==> src/rtl/rx_lvds_pkg.sv <==
// rx_lvds_pkg
// Shared definitions for the LVDS receive deframer:
//   - rx_state_e        : framing FSM states (HUNT, LEN, PAYLOAD, CHECK)
//   - STAT_*            : bit positions of the sticky flags in the status byte
//   - DEFAULT_SYNC_WORD : default frame sync byte
//   - DEFAULT_MAX_LEN   : default largest accepted payload length
//   - len_ok()          : length field acceptance test
package rx_lvds_pkg;

  typedef enum logic [1:0] {
    HUNT    = 2'd0,
    LEN     = 2'd1,
    PAYLOAD = 2'd2,
    CHECK   = 2'd3
  } rx_state_e;

  // Status byte layout: {frame_cnt[3:0], overflow, len_err, chk_err, frame_ok}
  localparam logic [1:0] STAT_FRAME_OK = 2'd0;
  localparam logic [1:0] STAT_CHK_ERR  = 2'd1;
  localparam logic [1:0] STAT_LEN_ERR  = 2'd2;
  localparam logic [1:0] STAT_OVERFLOW = 2'd3;

  localparam logic [7:0] DEFAULT_SYNC_WORD = 8'hA5;
  localparam logic [7:0] DEFAULT_MAX_LEN   = 8'd64;

  // A length byte is usable when it is non-zero and no larger than max_len.
  function automatic logic len_ok(input logic [7:0] len, input logic [7:0] max_len);
    return (len != 8'd0) && (len <= max_len);
  endfunction

endpackage

==> src/rtl/rx_lvds_deframer_if.sv <==
// rx_lvds_deframer_if
// Write-side bus between the deframer and the rx packet fifo / length register.
//   pkt_wr_en/pkt_data  : payload byte write into the rx packet fifo
//   len_wr_en/len_data  : frame length write into the packet-length register
//   frame_done          : one-cycle pulse at the end of every accepted frame
//   fifo_full           : fifo back-pressure, driven by the fifo side
// Modports: master = deframer, slave = fifo / length register side.
interface rx_lvds_deframer_if;

  logic       pkt_wr_en;
  logic [7:0] pkt_data;
  logic       len_wr_en;
  logic [7:0] len_data;
  logic       frame_done;
  logic       fifo_full;

  modport master (
    output pkt_wr_en, pkt_data, len_wr_en, len_data, frame_done,
    input  fifo_full
  );

  modport slave (
    input  pkt_wr_en, pkt_data, len_wr_en, len_data, frame_done,
    output fifo_full
  );

endinterface

==> src/rtl/lvds_dibit_deser.sv <==
// lvds_dibit_deser
// Dibit-to-byte deserialiser for the LVDS receive path.
// Ports:
//   clk, reset_n    : clock, asynchronous active-low reset
//   dibit_i         : one dibit per clock, bit[1] earliest, bytes MSB first
//   align_clr_i     : holds the dibit counter at 0 (framer is hunting for sync)
//   sr_d_o          : shift register contents including this cycle's dibit
//   byte_valid_o    : this cycle's dibit is the 4th of a byte; sr_d_o is the byte
module lvds_dibit_deser (
  input  logic       clk,
  input  logic       reset_n,
  input  logic [1:0] dibit_i,
  input  logic       align_clr_i,
  output logic [7:0] sr_d_o,
  output logic       byte_valid_o
);

  logic [7:0] sr_q;
  logic [7:0] sr_d;
  logic [1:0] cnt_q;

  // The framer looks at the shifted value in the same cycle so that sync
  // detection and byte capture are not delayed by an extra register.
  assign sr_d         = {sr_q[5:0], dibit_i};
  assign sr_d_o       = sr_d;
  assign byte_valid_o = (cnt_q == 2'd3);

  // Counter stays at 0 while hunting, so the first byte after sync completes
  // on the 4th dibit following the sync's last dibit.
  always_ff @(posedge clk or negedge reset_n) begin
    if (!reset_n) begin
      sr_q  <= 8'h00;
      cnt_q <= 2'd0;
    end else begin
      sr_q <= sr_d;
      if (align_clr_i) begin
        cnt_q <= 2'd0;
      end else begin
        cnt_q <= cnt_q + 2'd1;
      end
    end
  end

endmodule

==> src/rtl/rx_lvds_deframer.sv <==
// rx_lvds_deframer
// Receives a dibit stream, hunts for SYNC_WORD at any dibit alignment, then
// parses length, payload and (optionally) an 8-bit mod-256 checksum.
// Payload bytes go to the rx packet fifo; the length is written at the end of
// every accepted frame. A status register reports sticky error/ok flags and a
// 4-bit accepted-frame counter.
// Parameters: SYNC_WORD (frame sync byte), MAX_LEN (largest payload length).
// Ports:
//   clk, reset_n               : clock, asynchronous active-low reset
//   from_lvds                  : incoming dibit
//   rx_bus (master)            : pkt/len writes, frame_done, fifo_full
//   rd_en, wr_en, data_in      : status read strobe, W1C write strobe and data
//   data_out                   : status byte captured on rd_en
// Build option: define RX_CHECKSUM_EN to add the trailing checksum byte and
// the CHECK state; without it a frame ends after its last payload byte and
// chk_err always reads 0.
module rx_lvds_deframer
  import rx_lvds_pkg::*;
#(
  parameter logic [7:0] SYNC_WORD = DEFAULT_SYNC_WORD,
  parameter logic [7:0] MAX_LEN   = DEFAULT_MAX_LEN
) (
  input  logic               clk,
  input  logic               reset_n,
  input  logic [1:0]         from_lvds,
  rx_lvds_deframer_if.master rx_bus,
  input  logic               rd_en,
  input  logic               wr_en,
  input  logic [7:0]         data_in,
  output logic [7:0]         data_out
);

  rx_state_e  state_q;
  logic [7:0] len_q;
  logic [7:0] remain_q;
  logic [3:0] sticky_q;
  logic [3:0] frame_cnt_q;
  logic [7:0] data_out_q;
  logic       pkt_wr_en_q;
  logic [7:0] pkt_data_q;
  logic       len_wr_en_q;
  logic [7:0] len_data_q;
  logic       frame_done_q;
`ifdef RX_CHECKSUM_EN
  logic [7:0] sum_q;
`endif

  logic [7:0] sr_d;
  logic       byte_valid;
  logic       unused_data_in;

  // Upper status bits are read-only, so the matching write bits are ignored.
  assign unused_data_in = ^data_in[7:4];

  lvds_dibit_deser u_deser (
    .clk          (clk),
    .reset_n      (reset_n),
    .dibit_i      (from_lvds),
    .align_clr_i  (state_q == HUNT),
    .sr_d_o       (sr_d),
    .byte_valid_o (byte_valid)
  );

  assign rx_bus.pkt_wr_en  = pkt_wr_en_q;
  assign rx_bus.pkt_data   = pkt_data_q;
  assign rx_bus.len_wr_en  = len_wr_en_q;
  assign rx_bus.len_data   = len_data_q;
  assign rx_bus.frame_done = frame_done_q;
  assign data_out          = data_out_q;

  // Framing FSM with registered strobes and the status register.
  // The W1C clear is written before the FSM's set assignments so that, when
  // both hit the same bit in one clock, the later set assignment wins.
  always_ff @(posedge clk or negedge reset_n) begin
    if (!reset_n) begin
      state_q      <= HUNT;
      len_q        <= 8'h00;
      remain_q     <= 8'h00;
      sticky_q     <= 4'h0;
      frame_cnt_q  <= 4'h0;
      data_out_q   <= 8'h00;
      pkt_wr_en_q  <= 1'b0;
      pkt_data_q   <= 8'h00;
      len_wr_en_q  <= 1'b0;
      len_data_q   <= 8'h00;
      frame_done_q <= 1'b0;
`ifdef RX_CHECKSUM_EN
      sum_q        <= 8'h00;
`endif
    end else begin
      pkt_wr_en_q  <= 1'b0;
      len_wr_en_q  <= 1'b0;
      frame_done_q <= 1'b0;

      if (rd_en) begin
        data_out_q <= {frame_cnt_q, sticky_q};
      end
      if (wr_en) begin
        sticky_q <= sticky_q & ~data_in[3:0];
      end

      case (state_q)
        HUNT: begin
          if (sr_d == SYNC_WORD) begin
            state_q <= LEN;
          end
        end

        LEN: begin
          if (byte_valid) begin
            if (len_ok(sr_d, MAX_LEN)) begin
              len_q    <= sr_d;
              remain_q <= sr_d;
`ifdef RX_CHECKSUM_EN
              sum_q    <= 8'h00;
`endif
              state_q  <= PAYLOAD;
            end else begin
              sticky_q[STAT_LEN_ERR] <= 1'b1;
              state_q                <= HUNT;
            end
          end
        end

        PAYLOAD: begin
          if (byte_valid) begin
            if (rx_bus.fifo_full) begin
              // Drop the rest of the frame; no length is ever written for it.
              sticky_q[STAT_OVERFLOW] <= 1'b1;
              state_q                 <= HUNT;
            end else begin
              pkt_wr_en_q <= 1'b1;
              pkt_data_q  <= sr_d;
              remain_q    <= remain_q - 8'd1;
`ifdef RX_CHECKSUM_EN
              sum_q       <= sum_q + sr_d;
              if (remain_q == 8'd1) begin
                state_q <= CHECK;
              end
`else
              if (remain_q == 8'd1) begin
                len_wr_en_q             <= 1'b1;
                len_data_q              <= len_q;
                frame_done_q            <= 1'b1;
                sticky_q[STAT_FRAME_OK] <= 1'b1;
                frame_cnt_q             <= frame_cnt_q + 4'd1;
                state_q                 <= HUNT;
              end
`endif
            end
          end
        end

`ifdef RX_CHECKSUM_EN
        CHECK: begin
          if (byte_valid) begin
            if (sr_d == sum_q) begin
              len_wr_en_q             <= 1'b1;
              len_data_q              <= len_q;
              frame_done_q            <= 1'b1;
              sticky_q[STAT_FRAME_OK] <= 1'b1;
              frame_cnt_q             <= frame_cnt_q + 4'd1;
            end else begin
              sticky_q[STAT_CHK_ERR] <= 1'b1;
            end
            state_q <= HUNT;
          end
        end
`endif

        default: begin
          state_q <= HUNT;
        end
      endcase
    end
  end

endmodule

==> src/flat_wrapper.sv <==
// flat-port wrapper written by rule: the top's interface ports become plain ports
module rx_lvds_deframer_flat import rx_lvds_pkg::*;
#(
  parameter logic [7:0] SYNC_WORD = DEFAULT_SYNC_WORD,
  parameter logic [7:0] MAX_LEN   = DEFAULT_MAX_LEN
)
  (clk, reset_n, from_lvds, rd_en, wr_en, data_in, data_out, rx_bus_pkt_wr_en, rx_bus_pkt_data, rx_bus_len_wr_en, rx_bus_len_data, rx_bus_frame_done, rx_bus_fifo_full);
  rx_lvds_deframer_if rx_bus_i ();
  input  logic clk;
  input  logic reset_n;
  input  logic [1:0] from_lvds;
  input  logic rd_en;
  input  logic wr_en;
  input  logic [7:0] data_in;
  output logic [7:0] data_out;
  output wire logic [$bits(rx_bus_i.pkt_wr_en)-1:0] rx_bus_pkt_wr_en;
  output wire logic [$bits(rx_bus_i.pkt_data)-1:0] rx_bus_pkt_data;
  output wire logic [$bits(rx_bus_i.len_wr_en)-1:0] rx_bus_len_wr_en;
  output wire logic [$bits(rx_bus_i.len_data)-1:0] rx_bus_len_data;
  output wire logic [$bits(rx_bus_i.frame_done)-1:0] rx_bus_frame_done;
  input wire logic [$bits(rx_bus_i.fifo_full)-1:0] rx_bus_fifo_full;
  assign rx_bus_pkt_wr_en = rx_bus_i.pkt_wr_en;
  assign rx_bus_pkt_data = rx_bus_i.pkt_data;
  assign rx_bus_len_wr_en = rx_bus_i.len_wr_en;
  assign rx_bus_len_data = rx_bus_i.len_data;
  assign rx_bus_frame_done = rx_bus_i.frame_done;
  assign rx_bus_i.fifo_full = rx_bus_fifo_full;
  rx_lvds_deframer #(.SYNC_WORD(SYNC_WORD), .MAX_LEN(MAX_LEN)) u_core (.clk(clk), .reset_n(reset_n), .from_lvds(from_lvds), .rx_bus(rx_bus_i), .rd_en(rd_en), .wr_en(wr_en), .data_in(data_in), .data_out(data_out));
endmodule
==> config.mk <==
export PLATFORM = sky130hd
export DESIGN_NAME = rx_lvds_deframer_flat
export DESIGN_NICKNAME = d
export VERILOG_FILES = /design/src/rtl/rx_lvds_pkg.sv /design/src/rtl/rx_lvds_deframer_if.sv /design/src/rtl/lvds_dibit_deser.sv /design/src/rtl/rx_lvds_deframer.sv /design/src/flat_wrapper.sv
export SDC_FILE = /design/constraint.sdc
export NUM_CORES = 1
export LEC_CHECK = 0
export ABC_AREA = 1
export ABC_CLOCK_PERIOD_IN_PS = 1400
export CAP_MARGIN = 30
export CORE_UTILIZATION = 47
export DETAILED_ROUTE_END_ITERATION = 10
export HOLD_SLACK_MARGIN = 0.15
export PLACE_DENSITY_LB_ADDON = 0.25
export SLEW_MARGIN = 20
export SYNTH_ARGS = -nofsm -noshare
export SYNTH_HDL_FRONTEND = slang
export SYNTH_SLANG_ARGS = --single-unit
==> constraint.sdc <==
create_clock -name clk -period 1.4 [get_ports clk]
set_input_delay 0.35 -clock clk [delete_from_list [all_inputs] [get_ports clk]]
set_output_delay 0.35 -clock clk [all_outputs]
set_load 0.01 [all_outputs]
==> results.txt, run 1 <==
Summed over all cells, the static leakage comes to 1.94 nW. The startpoint identified for the worst register-to-register timing path is u_core.state_q[1]. Of the cells placed in the final design, the portion with a size suffix greater than 1 is 0.277. The via count of the first global-routing pass came out at 1947. TritonCTS built the clock tree. 42 I/O pins were placed.

The initial core utilization is 0.496. The region available for standard cell placement spans 5200 um2. The detailed-route wire length came out at 5.60 mm. The largest net degree at the start of global routing is 61. The part of the power in the clock network came out at 0.273.

The clock period minus final worst setup slack came out at 1410 ps. STA classifies the critical path endpoint as a flop. The internal power contribution came out at 3.92 mW. For the worst setup path, the data required time is 1630 ps.

The measured slew at the worst slew-check pin came out at 309 ps. For this run, the slowest stage of the critical path takes 390 ps. The max-slew headroom at the worst pin is 0.794. The portion of synthesized cell area occupied by the leading cell type came out at 0.581.

The number of maximum-capacitance violations is 0. The number of diodes came out at 0. The floorplan step set the die height to 76.1 um. The per-cell routed wire length came out at 12.9 um. Static timing analysis puts the maximum clock frequency at 0.710 GHz. Leaving out fill and tap cells, the most frequent cell in the layout is sky130_fd_sc_hd__nand2_1. Power spread over the standard cell area amounts to 1610 nW/um2.

STA puts the critical path data arrival time at 1640 ps. The DRC violation total after the first TritonRoute iteration is 143. The flop-to-flop setup slack came out at -9 ps. The final reports fail on setup timing.

The global-route wire length before repair is 9.22 mm. The number of register bits inferred by synthesis is 60. The path class of the tightest hold or removal check is flop to flop.

The number of synthesis warnings is 0. The run finished, with violations left. Setup violations remaining at the end of the flow were counted as 4. After the last flow step, the layout net total stands at 379. The final critical-path share of the clock period came out at 1.01.

The routability-driven placement congestion ratio is 0.814. The half-perimeter wire length after placement came out at 3.79 mm. The number of antenna violations at the first check in global routing came out at 0. The synthesized net count is 301.

The cell count after synthesis came out at 282. The final worst setup slack came out at -8.71 ps. The detailed-routing iteration count for the pre-antenna-repair pass is 4. For this run, the total global-route usage over all layers was measured as 0.208.

The kind of launch point of the worst setup path is a flop. The fraction of registers with async set or reset after synthesis came out at 1.00. The setup TNS after final layout is -21.4 ps. Counting every sink on the clock net gives 60. The sequential share of power came out at 0.403. Dividing the detail-routed via count by the number of cells gives 4.84. The number of slew-limit violations in the final report came to 0.

Walking the worst path, the cells encountered are inv_2 -> nor2_4 -> inv_4 -> nor2_4 -> nand2_4 -> o21ai_2 -> nand2_2 -> buf_6 -> nand2_2 -> o21ai_2. Clock tree synthesis selected as its root buffer the cell sky130_fd_sc_hd__clkbuf_8. The count of flip-flops with a built-in enable after synthesis is 0. The final worst clock skew is 8.40 ps.

The largest fanout on the critical path came out at 7. The setup path with the least slack is of type flop to flop. The clock buffer count from CTS came out at 9. The mean instance size in the synthesized netlist came out at 9.16 um2.

The H-tree was split into 3 levels. The area growth from synthesis to final layout is 39.6%. The longest clock path from root to sink contains 2 buffers. In this run the critical register-to-register path is captured at u_core.remain_q[2]. The detail route stage leaves a number of antenna-violating nets equal to 0.

The number of cells on the worst reg-to-reg path is 10. Clock-pin slew was measured on the worst setup and hold paths at 60 ps. The top cell types in the final layout, fill and taps aside, are 80 x sky130_fd_sc_hd__nand2_1, 59 x sky130_fd_sc_hd__dfrtp_1, 30 x sky130_fd_sc_hd__buf_4. The leading register cell type out of synthesis is sky130_fd_sc_hd__dfrtp_1.

Port buffering added 37 buffers. For this run, the register share of the synthesized area comes to 0.581. Yosys attributes the largest share of cell area to sky130_fd_sc_hd__dfrtp_1 58%, sky130_fd_sc_hd__nand2_1 14%, sky130_fd_sc_hd__o21ai_0 5.0%.

Of the total power, combinational logic draws 0.324. Counting instances, the worst hold path has a depth of 1. With fillers left out, the area of the finished cells amounts to 3610 um2. In this run the power spent charging and discharging nets is 1.88 mW. The number of buffers and inverters on the critical path is 3. The post-detailed-placement cell area is 3230 um2. Total power for the finished layout comes to 5.80 mW. The peak supply drop came out at 0.946 mV.

The final-report hold violation count is 0. The worst hold path begins at u_core.u_deser.cnt_q[0]. Grouping stages by cell kind, the critical path spends the most delay in simple AND/OR/NAND/NOR gates.

The die area is 5800 um2. The unique cell type count in the Yosys netlist is 27. The horizontal die dimension is 76.1 um.

For this run, design rule violations remaining after detail routing come to 0. The synthesized design spends more area on one cell type than any other, namely sky130_fd_sc_hd__dfrtp_1. The capture endpoint of the worst hold path is u_core.u_deser.cnt_q[0]. The cell area after synthesis is 2580 um2. Among all stages on the critical path, the largest delay is contributed by sky130_fd_sc_hd__dfrtp_1. The via total after detailed routing is 2102. The clock latency on the worst-skew pair is 340 ps. The worst hold slack came out at 445 ps. The site row count came out at 26. The switching portion of total power is 0.325. The residual overflow from global routing is 0. Setup repair after global routing could not meet its margin everywhere.
-- repair_timing --
item                       in CTS  in global routing
hold buffers                    1                  0
setup endpoints to repair      45                 30
resized for setup              31                 45
buffers inserted                0                  7
hold endpoints to repair       60                  0
pin swaps                       0                 26
-- flip-flops by register name, indices dropped and copies added, names as in the netlist --
name,flops
u_core.rx_bus.pkt_data,8
u_core.u_deser.sr_q,6
u_core.rx_bus.pkt_wr_en,1
u_core.remain_q,8
u_core.state_q,2
u_core.u_deser.cnt_q,2
u_core.sticky_q,4
u_core.rx_bus.len_data,8
u_core.rx_bus.len_wr_en,1
u_core.len_q,8
u_core.data_out,8
u_core.frame_cnt_q,4
-- synthesized netlist by cell type (2+ instances only) --
library cell and count:
sky130_fd_sc_hd__o21ai_0 26, sky130_fd_sc_hd__xor2_1 2, sky130_fd_sc_hd__clkbuf_1 2, sky130_fd_sc_hd__mux2_2 5, sky130_fd_sc_hd__o21ai_2 3, sky130_fd_sc_hd__dfrtp_1 60, sky130_fd_sc_hd__inv_2 4, sky130_fd_sc_hd__buf_2 2
sky130_fd_sc_hd__ha_1 4, sky130_fd_sc_hd__inv_1 24, sky130_fd_sc_hd__nand4_1 2, sky130_fd_sc_hd__a21oi_1 6, sky130_fd_sc_hd__nand2_1 96, sky130_fd_sc_hd__nor2_4 2, sky130_fd_sc_hd__nand3_1 16, sky130_fd_sc_hd__nor2_1 17
-- kinds of logic (layout without fill, tap and decap cells) --
kind of cell	Yosys count	after routing	synth area share
XOR/XNOR	2	2	0.00678
flip-flops	60	60	0.581
AND/OR/NAND/NOR	138	138	0.230
adder cells (fa/ha/maj)	4	4	0.0194
buffers and inverters	35	117	0.0605
multiplexers	5	5	0.0218
AO/OA/AOI/OAI	38	38	0.0804
-- how the worst max path moves through the flow --
stage | startpoint | end | slack, ps | cells after the start
detailed placement | from_lvds[0] | u_core.remain_q[3] | -350 | 9
floorplan | u_core.state_q[0] | u_core.remain_q[1] | 50 | 9
finish | u_core.state_q[1] | u_core.remain_q[2] | -9 | 10
global placement | from_lvds[0] | u_core.remain_q[0] | -310 | 9
global route | u_core.state_q[1] | u_core.remain_q[1] | -80 | 10
CTS | from_lvds[0] | u_core.remain_q[5] | 5 | 9
-- cell type report --
cell class | instances | area (um2)
fill | 399 | 1600
tap | 70 | 87.6
timing repair buffer | 74 | 652
multi-input combinational | 187 | 1050
clock buffer | 14 | 173
clock inverter | 1 | 30.0
inverter | 28 | 113
sequential | 60 | 1500
-- stage by stage --
step	worst slack, ps	utilization	cells
floorplan	48.6	-	282
global placement	-311	0.620	411
detailed placement	-349	0.620	411
CTS	5.32	0.658	427
global route	-83.5	0.693	434
finish	-8.71	0.693	434
-- worst register-to-register path: cells and delay by family (launching register included) --
kind	cells	cell delay, ps
AO/OA/AOI/OAI	2	120
buffers and inverters	3	270
AND/OR/NAND/NOR	5	510
flip-flops	1	390
-- routing by layer --
metal | up-vias | share of wire | GRT usage
met1 | 1002 | 0.46 | 0.283
met5 | - | 0 | 0
met2 | 35 | 0.49 | 0.315
met4 | 0 | 0.0091 | 0.0846
met3 | 6 | 0.039 | 0.0587
li1 | 1059 | - | -
-- power groups by stage --
stage | Combinational, mW | Clock, mW | Sequential (mW)
6_report | 1.88 | 1.58 | 2.34
3_3_place_gp | 1.51 | 0 | 2.32
2_1_floorplan | 0.844 | 0 | 2.34
5_1_grt | 2.12 | 1.70 | 2.38
4_1_cts | 1.58 | 1.62 | 2.31
3_5_place_dp | 1.56 | 0 | 2.34
No activity file was read; power rests on OpenSTA's default activity.
==> run 2: changes to the inputs <==
Settings changed: RECOVER_POWER from default to 100.
==> results.txt, run 2 (same netlist as run 1, synthesis figures left out) <==
The run finished, with violations left. The final reports fail on setup timing. The per-cell via count in the routed design came out at 4.91.

The H-tree depth reported by CTS came out at 3. The final worst setup slack came out at -9.48 ps. After detailed routing, the met3 layer carries 283 um of wire. For the pin with the worst max-slew slack, the measured transition is 523 ps. Across every metal layer, demand over resource in global routing totals 0.208. The largest fanout on the critical path came out at 7. After detailed routing, the total wire length is 5.60 mm. The peak supply drop came out at 0.946 mV. The placeable core region came out at 5200 um2.

TritonCTS built the clock tree. The top cell types in the final layout, fill and taps aside, are 80 x sky130_fd_sc_hd__nand2_1, 59 x sky130_fd_sc_hd__dfrtp_1, 27 x sky130_fd_sc_hd__dlygate4sd2_1. The wire length on met2 came out at 2.74 mm. The post-detailed-placement cell area came out at 3230 um2. From left edge to right edge, the die measures 76.1 um. On the final layout, the worst clock skew is 8.08 ps. The max-slew headroom at the worst pin came out at 0.651.

The half-perimeter wire length after placement came out at 3.79 mm. The congestion estimate from routability-driven global placement came to 0.814. The initial core utilization is 0.496.

The die covers 5800 um2. The met1 layer wirelength in the final routing came out at 2.53 mm. The cell area power density is 1610 nW/um2. The number of nets in the layout is 379. Leaving out fill and tap cells, the most frequent cell in the layout is sky130_fd_sc_hd__nand2_1.

The number of slew-limit violations in the final report is 0. The via count of the first global-routing pass is 1947. The worst setup path is of the flop to flop kind. The share of post-route cells with drive strength above 1 is 0.269. The routed layout has 2131 vias. The area growth from synthesis to final layout is 38.9%. After clock tree synthesis, the clock-pin slew on the worst setup and hold paths is 60 ps. Max-cap violations in this run came to 0. The number of buffers on the longest clock path is 2. The die is 76.1 um tall.

The final critical-path share of the clock period came out at 1.01. The kind of launch point of the worst setup path is a flop. The total setup violations reported at the end of the flow is 3. The count of buffers added on input and output ports is 37. The first detailed-routing pass ran for 4 iterations. The number of diodes is 0. The clock period minus final worst setup slack came out at 1410 ps. The per-cell routed wire length came out at 12.9 um. After the first detailed-routing iteration, the DRC count stood at 141.

Setup repair after global routing could not meet its margin everywhere. CTS placed an instance of sky130_fd_sc_hd__clkbuf_8 at the clock tree root. The post-detailed-route DRC marker count is 0.

The worst setup path is captured at a flop. The data arrival time at the worst-slack endpoint is 1640 ps. The path class of the tightest hold or removal check is flop to flop.

Before CTS, the worst setup slack after placement is -349 ps. The final-report hold violation count is 0. The required time at the worst-slack endpoint came out at 1630 ps.

The timing-limited maximum frequency came out at 0.709 GHz. The residual overflow from global routing is 0. The count of nets left with antenna violations once routing finished came out at 0.

In this run, CTS created clock tree buffers numbering 9. The site row count came out at 26. The number of top-level pins is 42.

The tree built by TritonCTS fans out to 60 sinks. The clock latency on the worst-skew pair came out at 340 ps. The first global-routing pass estimated 9.22 mm of wire. Signal routing reaches up to met4. The post-route cell area is 3590 um2. The number of antenna violations at the first check in global routing came to 0. The static leakage is 1.93 nW. The largest net degree at the start of global routing is 61.
run 2: per-stage QoR:
| stage | cells | hold WS, ps | power [mW] | utilization | setup TNS, ps |
|---|---|---|---|---|---|
| final | 434 | 445 | 5.79 | 0.690 | -17.4 |
| after detailed placement | 411 | 379 | 3.90 | 0.620 | -9920 |
| after floorplan | 282 | 54.4 | 3.19 | - | 0 |
| after CTS | 427 | 431 | 5.51 | 0.658 | 0 |
| after global placement | 411 | 380 | 3.83 | 0.620 | -9130 |
| after global routing | 434 | 453 | 6.20 | 0.690 | -1310 |
run 2: layer usage:
metal  track usage  up-vias
li1              -     1058
met1         0.283     1014
met2         0.315       53
met3        0.0587        6
met4        0.0846        0
met5             0        -
run 2: path summary, 6_finish.rpt:
path	start	slack [ps]	cells after the start	to
worst max-delay path	u_core.state_q[1]	-9	10	u_core.remain_q[4]
worst min-delay path	u_core.u_deser.cnt_q[0]	440	1	u_core.u_deser.cnt_q[0]
worst max register to register	u_core.state_q[1]	-9	10	u_core.remain_q[4]
worst min register to register	u_core.u_deser.cnt_q[0]	440	1	u_core.u_deser.cnt_q[0]
max in group asynchronous	reset_n	380	3	u_core.remain_q[0]
min in group asynchronous	reset_n	630	3	u_core.rx_bus.len_data[7]
run 2: critical path, cell delays in order, from the launching register on:
cell                      delay [ps]
sky130_fd_sc_hd__dfrtp_1         390
sky130_fd_sc_hd__inv_2            70
sky130_fd_sc_hd__nor2_4          140
sky130_fd_sc_hd__inv_4            50
sky130_fd_sc_hd__nor2_4          130
sky130_fd_sc_hd__nand2_4          90
sky130_fd_sc_hd__o21ai_2          80
sky130_fd_sc_hd__nand2_2          90
sky130_fd_sc_hd__buf_6           150
sky130_fd_sc_hd__nand2_2          70
sky130_fd_sc_hd__nand2_1          40
run 2: power by group:
| part | internal [mW] | switching (mW) |
|---|---|---|
| Combinational | 0.861 | 1.01 |
| Sequential | 2.09 | 0.248 |
| Clock | 0.960 | 0.626 |
run 2: layout make-up:
class / count / area (um2)
clock buffers: 14 / 173
clock inverters: 1 / 30.0
fillers: 405 / 1620
inverters: 28 / 113
multi-input cells: 187 / 1050
flip-flops and latches: 60 / 1500
well taps: 70 / 87.6
repair buffers: 74 / 634
run 2: what timing repair did:
action | 4_1_cts | 5_1_grt
pin swaps | 0 | 26
endpoints found under the hold margin | 60 | 0
resized for setup | 31 | 45
hold buffers | 1 | 0
buffers inserted | 0 | 7
setup endpoints to repair | 45 | 30
==> run 3: changes to the inputs <==
Settings changed: PLACE_DENSITY from default to 0.78, PLACE_DENSITY_LB_ADDON 0.25 to default.
==> results.txt, run 3 (same netlist as run 1, synthesis figures left out) <==
The flow ran to the end, but the final reports show violations. The final reports fail on setup timing. The data arrival time at the worst-slack endpoint came out at 1710 ps. The timing-limited maximum frequency is 0.699 GHz. The floorplan step defined a core boundary enclosing 5200 um2. The largest net degree at the start of global routing is 61. From bottom edge to top edge, the die measures 76.1 um. The number of diodes is 0. The max-slew headroom at the worst pin came out at 0.797. The cell area power density came out at 1580 nW/um2.

At the placement stage, the worst setup path has a slack of -388 ps. The required time at the worst-slack endpoint is 1680 ps. The largest individual stage delay along the critical path comes from the cell sky130_fd_sc_hd__dfrtp_1. The H-tree depth reported by CTS is 3.

The post-detailed-route DRC marker count is 0. The final worst setup slack is -30.7 ps. In this run the horizontal extent of the chip is 76.1 um. The initial core utilization is 0.496. Counting both buffers and inverters, the worst setup path holds a total of 1. The clock latency on the worst-skew pair came out at 340 ps. The power consumption is 5.68 mW. The number of buffers on the longest clock path is 2. Row generation in the floorplan step produced 26 rows.

The worst setup path is captured at a flop. Setup violations remaining at the end of the flow were counted as 7. VDD sags by at most 1.16 mV. Clock tree synthesis selected as its root buffer the cell sky130_fd_sc_hd__clkbuf_8.

The count of buffers inserted at the top-level ports came out at 37. The overall track demand over capacity in global routing came out at 0.210. The signal on the critical path passes through nor2_2 -> nand2_1 -> o21ai_2 -> nand3_2 -> nand2_4 -> buf_6 -> nand2_1 -> nand2_1. The detailed-routing iteration count for the pre-antenna-repair pass came out at 4.

The share of post-route cells with drive strength above 1 came out at 0.259. The TritonCTS clock tree is done. The number of antenna violations at the first check in global routing is 0. The leading cell type in the layout, fill and taps excluded is sky130_fd_sc_hd__nand2_1. Dividing the detail-routed wire length by the instance count gives 13.2 um. Leaving out fill and tap cells, the most frequent cells in the layout are 91 x sky130_fd_sc_hd__nand2_1, 60 x sky130_fd_sc_hd__dfrtp_1, 35 x sky130_fd_sc_hd__buf_4. For the finished layout, the period the worst path requires is 1430 ps. The number of clock sinks seen by CTS is 60. The number of top-level pins is 42.

The most numerous cell type found on the critical path is sky130_fd_sc_hd__nand2_1. The via count of the first global-routing pass came to 2025. The detailed-route wire length came out at 5.79 mm. In this run, CTS created clock tree buffers numbering 9.

The DRC violation total after the first TritonRoute iteration is 127. The largest fanout on the critical path is 4. The half-perimeter wire length after placement came out at 3.80 mm. The number of nets in the layout is 384.

The count of nets left with antenna violations once routing finished came out at 0. At the end of the flow the core is filled with cells to 0.691. The global-route wire length before repair is 9.20 mm. The residual overflow from global routing is 0. The final route contains 2158 vias. The clock input transition at the sequential cells of the worst setup and hold paths is 60 ps. The area growth from synthesis to final layout came out at 39.2%.

The number of slew-limit violations in the final report came out at 0. The min-delay analysis places its worst path in the category input pin to flop. STA classifies the critical path startpoint as a flop. The final critical-path share of the clock period came out at 1.02. The number of maximum-capacitance violations is 0. The analysis attributes to cell leakage a power of 1.97 nW. Summing all placed instances gives a cell area of 3230 um2.

In this design, the largest share of critical-path delay is due to simple AND/OR/NAND/NOR gates. The die area came out at 5800 um2. Setup repair after global routing could not meet its margin everywhere. The final-report hold violation count is 0. The finished cells cover 3600 um2. By startpoint and endpoint, the worst setup path is classified as flop to flop. After detailed routing, the number of vias per cell comes to 4.90.

The clock arrives with 5.47 ps of skew. The measured slew at the worst slew-check pin came out at 304 ps. The routability-driven placement congestion ratio came out at 0.813. The critical path's largest stage delay came out at 420 ps.
-- run 3: timing repair --
action	4_1_cts	5_1_grt
hold buffers	1	0
gates resized for setup	39	30
pin swaps	3	9
setup buffers	2	9
endpoints found under the setup margin	47	32
hold endpoints to repair	60	0
gates cloned	0	1
-- run 3: power breakdown --
group / internal [mW] / switching [mW]
Clock: 0.732 / 0.655
Sequential: 2.09 / 0.253
Combinational: 0.918 / 1.04
Total: 3.74 / 1.95
-- run 3: worst paths after layout --
check / start / endpoint / slack (ps) / depth (start not counted)
worst min-delay path: from_lvds[1] / u_core.u_deser.sr_q[1] / 310 / 2
worst max register to register: u_core.u_deser.sr_q[2] / u_core.remain_q[0] / -30 / 8
worst min register to register: u_core.u_deser.sr_q[3] / u_core.u_deser.sr_q[5] / 450 / 0
max in group asynchronous: reset_n / u_core.remain_q[5] / 590 / 3
worst max-delay path: u_core.u_deser.sr_q[2] / u_core.remain_q[0] / -30 / 8
min in group asynchronous: reset_n / u_core.rx_bus.len_data[1] / 560 / 3
-- run 3: per-stage QoR --
step | cells | hold slack (ps) | TNS (ps)
3_3_place_gp | 411 | 374 | -9620
6_report | 440 | 312 | -140
5_1_grt | 440 | 325 | -896
4_1_cts | 430 | 438 | 0
2_1_floorplan | 282 | 54.4 | 0
3_5_place_dp | 411 | 375 | -10470
-- run 3: final cells by class --
type | count | area [um2]
Fill cell | 405 | 1610
Inverter | 28 | 113
Clock inverter | 4 | 23.8
Multi-Input combinational cell | 187 | 1030
Clock buffer | 12 | 155
Sequential cell | 60 | 1500
Timing Repair Buffer | 79 | 688
Tap cell | 70 | 87.6
-- run 3: routing by layer --
layer | vias to the layer above | wire length [um] | global-route usage
met2 | 60 | 2970 | 0.336
li1 | 1066 | - | -
met3 | 11 | 237 | 0.0850
met1 | 1021 | 2450 | 0.248
met5 | - | 0 | 0
met4 | 0 | 138 | 0.0981
